$ cat config.mk
export PLATFORM = sky130hd
export DESIGN_NAME = mux2x1_stream
export DESIGN_NICKNAME = d
export VERILOG_FILES = /design/src/rtl/mux2x1_stream.sv
export SDC_FILE = /design/constraint.sdc
export NUM_CORES = 1
export LEC_CHECK = 0
export BUFFER_PORTS_ARGS = -buffer_cell sky130_fd_sc_hd__buf_2
export CAP_MARGIN = 20
export CELL_PAD_IN_SITES_DETAIL_PLACEMENT = 1
export CELL_PAD_IN_SITES_GLOBAL_PLACEMENT = 1
export CORE_UTILIZATION = 31
export DETAILED_ROUTE_END_ITERATION = 8
export PLACE_DENSITY = 0.81
export SLEW_MARGIN = 20
export SYNTH_ARGS = -nofsm -noshare
export SYNTH_HDL_FRONTEND = slang
export SYNTH_SLANG_ARGS = --single-unit
$ cat constraint.sdc
create_clock -name clk -period 1.67 [get_ports clk]
set_input_delay 0.2505 -clock clk [delete_from_list [all_inputs] [get_ports clk]]
set_output_delay 0.2505 -clock clk [all_outputs]
set_load 0.005 [all_outputs]
$ cat src/rtl/mux2x1_stream.sv
// mux2x1_stream: two-channel valid/ready merge onto one registered output stage.
// Define MUX2X1_ROUND_ROBIN_EN for round-robin arbitration; default is fixed priority to A.
module mux2x1_stream #(
    parameter int WIDTH = 8
) (
    input  logic             clk,
    input  logic             rst,
    input  logic             en,
    input  logic             a_valid,
    input  logic [WIDTH-1:0] a_data,
    output logic             a_ready,
    input  logic             b_valid,
    input  logic [WIDTH-1:0] b_data,
    output logic             b_ready,
    output logic             y_valid,
    output logic [WIDTH-1:0] y_data,
    output logic             y_sel,
    input  logic             y_ready
);
    logic space, grant_a, grant_b;
`ifdef MUX2X1_ROUND_ROBIN_EN
    logic last;
    // under contention the channel that did not win last time goes next
    assign grant_a = a_valid && (!b_valid || last);
`else
    assign grant_a = a_valid;
`endif
    assign grant_b = b_valid && !grant_a;
    assign space   = !y_valid || y_ready;
    assign a_ready = !rst && en && space && grant_a;
    assign b_ready = !rst && en && space && grant_b;
    always_ff @(posedge clk or posedge rst) begin
        if (rst) begin
            y_valid <= 1'b0;
            y_data  <= '0;
            y_sel   <= 1'b0;
`ifdef MUX2X1_ROUND_ROBIN_EN
            last    <= 1'b1;
`endif
        end else if (a_ready || b_ready) begin
            y_valid <= 1'b1;
            y_data  <= b_ready ? b_data : a_data;
            y_sel   <= b_ready;
`ifdef MUX2X1_ROUND_ROBIN_EN
            last    <= b_ready;
`endif
        end else if (y_ready) begin
            y_valid <= 1'b0;
        end
    end
endmodule

==> metrics.cfg, run 1 <==
[worst_setup_path]
worstPathMaxFanout=8
rr_endpoint=y_data[3]
crit_start=y_valid
crit_type=reg2reg
endpoint_kind=flip-flop
endpoint=y_data[3]
r2r_setup_slack_ns=0.26
reg2regPathDepth=3
worstPathArrival_ns=1.55
critical_path.reg2reg.startpoint=y_valid
crit_path_start_kind=flip-flop
required_ns=1.81

[run_status]
status=complete, no violations

[logic_synthesis]
synth.most_common_cell=mux2_4
syn_inst=40
ys_warn_count=0
synth_area_leader_cell=dfrtp_1
avgSynthCellArea_um2=14.6
ys_top_cells_by_area=dfrtp_1, mux2_4, nand2b_4, and4bb_2, buf_6
synth.top_cell.area_share_pct=42.7
syn_nets=62
synthTopCellsByCount=mux2_4, dfrtp_1, nor2_1
synth_edf_count=0
syn_area_um2=586
synth.distinct_cells=14
yosysSeqAreaShare_pct=42.7
synth_async_sr_flop_share_pct=100
ys_ff_latch=10
ys.flop_type=dfrtp_1

[finish]
nNetsFinal=100
fillers=201
fin_cells=102
multi_input_area_um2=313
final_util_pct=46.8
drive_above_1_share_pct=74.0
num_antenna_cells=0
seq_area_um2=250
synthToLayoutAreaGrowth_pct=39.5

[die]
core_um2=1750
row_count=15
die_w_um=45.5
die_area_um2=2070
die_h_um=45.5
start_util_pct=33.5
io_pins=34

[sta]
tns_ns=0
setup_viol=0
timing.fmax_mhz=711
finClkSkew_ns=0.000257
period_minus_slack_ns=1.41
maxSlewHeadroom_pct=75.1
worstMarginPinSlew_ns=0.373
rsz0062_at_grt=no
maxSlewViolCount=0
finalHoldViolations=0
period_share_pct=84.2

[hold_path]
holdPathStages=3
holdCritPathClass=in2reg

[drt]
drc_errors=0
dr_total_vias=440
wire_per_inst_um=12.8
wirelength_um=1310
ant_nets=0
vias_per_cell=4.31
drtIter0Drc=4
first_pass_iters=2

[global_route]
grt_usage_pct=13.6
antenna_found_initial=0
grt_first_pass_wirelength_um=1990
grt_overflow=0
grt_pass1_vias=479
grt_max_degree=11

[clocking]
hold_buffers=1
insertion_delay_ns=0.25
tritoncts=done
max-clock-path-buffers=2
cts_sinks=10
ctsResizeCount=0
numCtsBuffers=3
clockRootBuffer=clkbuf_4
cts.clk_slew.worst_paths_ns=0.07
h-tree-depth=1
cts_post_setup_buffers_inserted=0

[place]
finalWeightedCongestion=0.690
port_buffers=33
dp_cells=97

[power_and_ir_drop]
power_density_nw_per_um2=932
power_mw=0.762
vdd_ir_drop_max_mv=0.379
total_leakage_power_nw=0.449

[job]
max_cap_viol_count=0

## worst max-delay path, stage by stage, from the launching register on
cell      delay, ns
dfrtp_1        0.42
nand2b_4       0.10
and4bb_2       0.44
mux2_4         0.33
## power breakdown
group          internal (mW)  switching (mW)  leakage, nW  total, mW
clock network          0.132          0.0815       0.0210      0.213
logic                  0.148          0.0745        0.309      0.223
registers              0.295          0.0308        0.119      0.325
total                  0.575           0.187        0.449      0.762
## stage by stage
step / hold WS, ns / instance area, um2 / setup WS (ns)
floorplan: 0.0907 / 586 / 0.376
global placement: 0.262 / 771 / 0.296
detailed placement: 0.269 / 771 / 0.269
CTS: 0.287 / 817 / 0.252
global route: 0.320 / 817 / 0.205
finish: 0.285 / 817 / 0.264
## cell usage in the layout (no fill, tap or decap), types with 3 or more instances in the layout
master,Yosys,layout
buf_2,0,33
clkbuf_4,0,3
dfrtp_1,10,10
mux2_4,16,16
nor2_1,3,3
## layer usage
metal	global-route usage (%)	routed length [um]
met5	0	0
met2	25.4	696
met4	5.45	24
met3	2.38	43
met1	15.0	542
## how the worst min path moves through the flow
stage / start / slack [ns] / to
2_1_floorplan: rst / 0.09 / y_data[0]
4_1_cts: b_valid / 0.29 / y_sel
5_1_grt: b_valid / 0.32 / y_sel
6_report: b_valid / 0.28 / y_sel
3_3_place_gp: rst / 0.26 / y_valid
3_5_place_dp: rst / 0.27 / y_sel
## registers in the layout, indices dropped and copies added (netlist names)
register / count
y_data: 8
y_sel: 1
y_valid: 1
## area by class of cell
cell class | instances | share of cell area (%)
Timing Repair Buffer | 35 | 22.4
Sequential cell | 10 | 30.6
Clock buffer | 4 | 4.44
Inverter | 1 | 0.459
Tap cell | 25 | 3.83
Multi-Input combinational cell | 27 | 38.3
## cells by family after synthesis
group / count (synthesis) / share of synthesized area, %
multiplexers: 16 / 41.0
buffers and inverters: 3 / 3.85
AO/OA/AOI/OAI: 2 / 1.92
flip-flops: 10 / 42.7
AND/OR/NAND/NOR: 9 / 10.5
(Power assumes the default switching activity.)
==> run 2: changes to the inputs <==
CORE_ASPECT_RATIO = 1.5   (was default)
CORE_UTILIZATION = 28   (was 31)
PLACE_DENSITY = 0.78   (was 0.81)
clock period = 1.2 ns   (was 1.67 ns; I/O delays follow)
==> run 2 against run 1 <==
Net effect: the flow now finishes with violations (setup timing); global-route usage rose by 1.2 points; sequential share of layout area fell by 1.3 points; clock skew rose by 0.0053 ns; hold slack got worse by 0.26 ns; count of clock-buffer cells in the layout did not move; critical path depth rose by 1; first-iteration DRC count fell by 50%; largest cell class unchanged; highest routed layer unchanged.
==> metrics.cfg, run 2 (synthesis results as in run 1) <==
[drt]
vias_per_cell=4.89  ; was 4.31
wire_per_inst_um=14.5  ; was 12.8 um
ant_nets=0  ; unchanged
first_pass_iters=2  ; unchanged
wirelength_um=1440  ; was 1310 um
drtIter0Drc=2  ; was 4
dr_total_vias=484  ; was 440
drc_errors=0  ; unchanged

[finish]
fin_cells=99  ; was 102
reg_top3=y_data x8, y_sel x1, y_valid x1  ; unchanged
multi_input_area_um2=328  ; was 313 um2
synthToLayoutAreaGrowth_pct=45.9  ; was 39.5%
num_antenna_cells=0  ; unchanged
final_common_cell=buf_2  ; unchanged
fillers=226  ; was 201
final_cell_mix=buf_2, mux2_4, dfrtp_1  ; unchanged
largest_register_ffs=8  ; unchanged
seq_area_um2=250  ; unchanged
nNetsFinal=101  ; was 100
regMostFlops=y_data  ; unchanged
drive_above_1_share_pct=76.9  ; was 74.0%

[clocking]
insertion_delay_ns=0.27  ; was 0.25 ns
cts_post_setup_buffers_inserted=0  ; unchanged
h-tree-depth=1  ; unchanged
hold_buffers=0  ; was 1
cts.clk_slew.worst_paths_ns=0.07  ; about the same
tritoncts=done  ; unchanged
clockRootBuffer=clkbuf_4  ; unchanged
max-clock-path-buffers=2  ; unchanged
numCtsBuffers=3  ; unchanged
cts_sinks=10  ; unchanged

[worst_setup_path]
worstPathArrival_ns=1.14  ; was 1.55 ns
crit_path_start_kind=flip-flop  ; unchanged
worstPathMaxFanout=4  ; was 8
endpoint_kind=output port  ; was flip-flop
crit_type=reg2out  ; was reg2reg
required_ns=1.02  ; was 1.81 ns

[hold_path]
holdCritPathClass=in2async  ; was in2reg

[power_and_ir_drop]
pwr-share-clk_pct=27.8  ; was 28.0%
power.share.combinational_pct=30.7  ; was 29.2%
p_int_mw=0.814  ; was 0.575 mW
total_leakage_power_nw=0.464  ; was 0.449 nW
power_density_nw_per_um2=1280  ; was 932 nW/um2
p_sw_mw=0.277  ; was 0.187 mW
vdd_ir_drop_max_mv=0.683  ; was 0.379 mV
power_mw=1.09  ; was 0.762 mW
switching_share_pct=25.4  ; was 24.5%
seqPwrFrac_pct=41.4  ; was 42.7%

[sta]
worstMarginPinSlew_ns=0.385  ; was 0.373 ns
period_share_pct=110
finalHoldViolations=0  ; unchanged
maxSlewViolCount=0  ; unchanged
finClkSkew_ns=0.00551  ; was 0.000257 ns
setup_slack_ns=-0.117  ; was 0.264 ns
setup_viol=10  ; was 0
tns_ns=-0.845  ; was 0 ns
period_minus_slack_ns=1.32
timing.fmax_mhz=759
rsz0062_at_grt=yes  ; was no
maxSlewHeadroom_pct=74.3  ; was 75.1%

[die]
die_h_um=58.0  ; was 45.5 um
die_area_um2=2280  ; was 2070 um2
start_util_pct=30.8  ; was 33.5%
die_w_um=39.3  ; was 45.5 um
core_um2=1900  ; was 1750 um2
row_count=19  ; was 15
io_pins=34  ; unchanged

[global_route]
grt_overflow=0  ; unchanged
grt_pass1_vias=512  ; was 479
grt_first_pass_wirelength_um=2280  ; was 1990 um
grt_max_degree=11  ; unchanged
antenna_found_initial=0  ; unchanged
grt_usage_pct=14.9  ; was 13.6%

[run_status]
status=finished with violations  ; was complete, no violations
violations=setup timing

[place]
finalWeightedCongestion=0.649  ; was 0.690
hpwl_um=1140
dp_cells=95  ; was 97
port_buffers=33  ; unchanged

[job]
max_cap_viol_count=0  ; unchanged

run 2: cell count changes in the layout (fill, tap and decap cells not counted), sizes merged:
cell         delta
buf             +2
dlygate4sd3     -1
run 2: area by class of cell:
type                            count  area share [%]
Multi-Input combinational cell     27            38.4
Timing Repair Buffer               36            24.6
Sequential cell                    10            29.3
Inverter                            1           0.439
Tap cell                           21            3.07
Clock buffer                        4            4.25
run 2: path summary, 6_finish.rpt:
check | from | end | slack, ns | cells past startpoint
max in group asynchronous | rst | y_sel | 0.89 | 3
min in group clk | b_valid | y_sel | 0.23 | 3
worst max register to register | y_valid | y_data[5] | -0.09 | 3
worst max-delay path | y_valid | a_ready | -0.12 | 4
worst min-delay path | rst | y_valid | 0.03 | 3
worst min register to register | y_data[5] | y_data[5] | 0.51 | 1
run 2: what timing repair did:
item / in CTS / in global routing
setup endpoints to repair: 10 / 10
cloned: 0 / 0
gates resized for setup: 4 / 2
pin swaps: 2 / 1
run 2: metal layers:
metal | vias to the layer above | GRT usage, % | routed length, um
li1 | 218 | - | -
met1 | 237 | 16.6 | 523
met2 | 25 | 26.0 | 800
met3 | 4 | 3.45 | 95
met4 | 0 | 5.91 | 17
met5 | - | 0 | 0
run 2: power by group through the flow:
| stage | combinational [mW] | sequential, mW | clock, mW |
|---|---|---|---|
| after floorplan | 0.177 | 0.462 | 0 |
| after CTS | 0.336 | 0.454 | 0.314 |
| after global routing | 0.363 | 0.461 | 0.328 |
| after detailed placement | 0.329 | 0.457 | 0 |
| after global placement | 0.314 | 0.456 | 0 |
| final | 0.336 | 0.452 | 0.304 |
run 2: stage by stage:
step / area (um2) / utilization [%] / hold slack, ns / setup WS [ns]
4_1_cts: 847 / 44.5 / 0.0330 / -0.117
6_report: 855 / 44.9 / 0.0253 / -0.117
3_3_place_gp: 793 / 41.7 / 0.299 / -0.125
5_1_grt: 855 / 44.9 / 0.0545 / -0.173
3_5_place_dp: 793 / 41.7 / 0.329 / -0.155
2_1_floorplan: 589 / - / 0.0202 / -0.0682
run 2: critical path, stage by stage (launching register included):
cell,delay (ns)
dfrtp_1,0.40
nand2b_4,0.08
buf_6,0.11
and3_4,0.18
buf_6,0.09
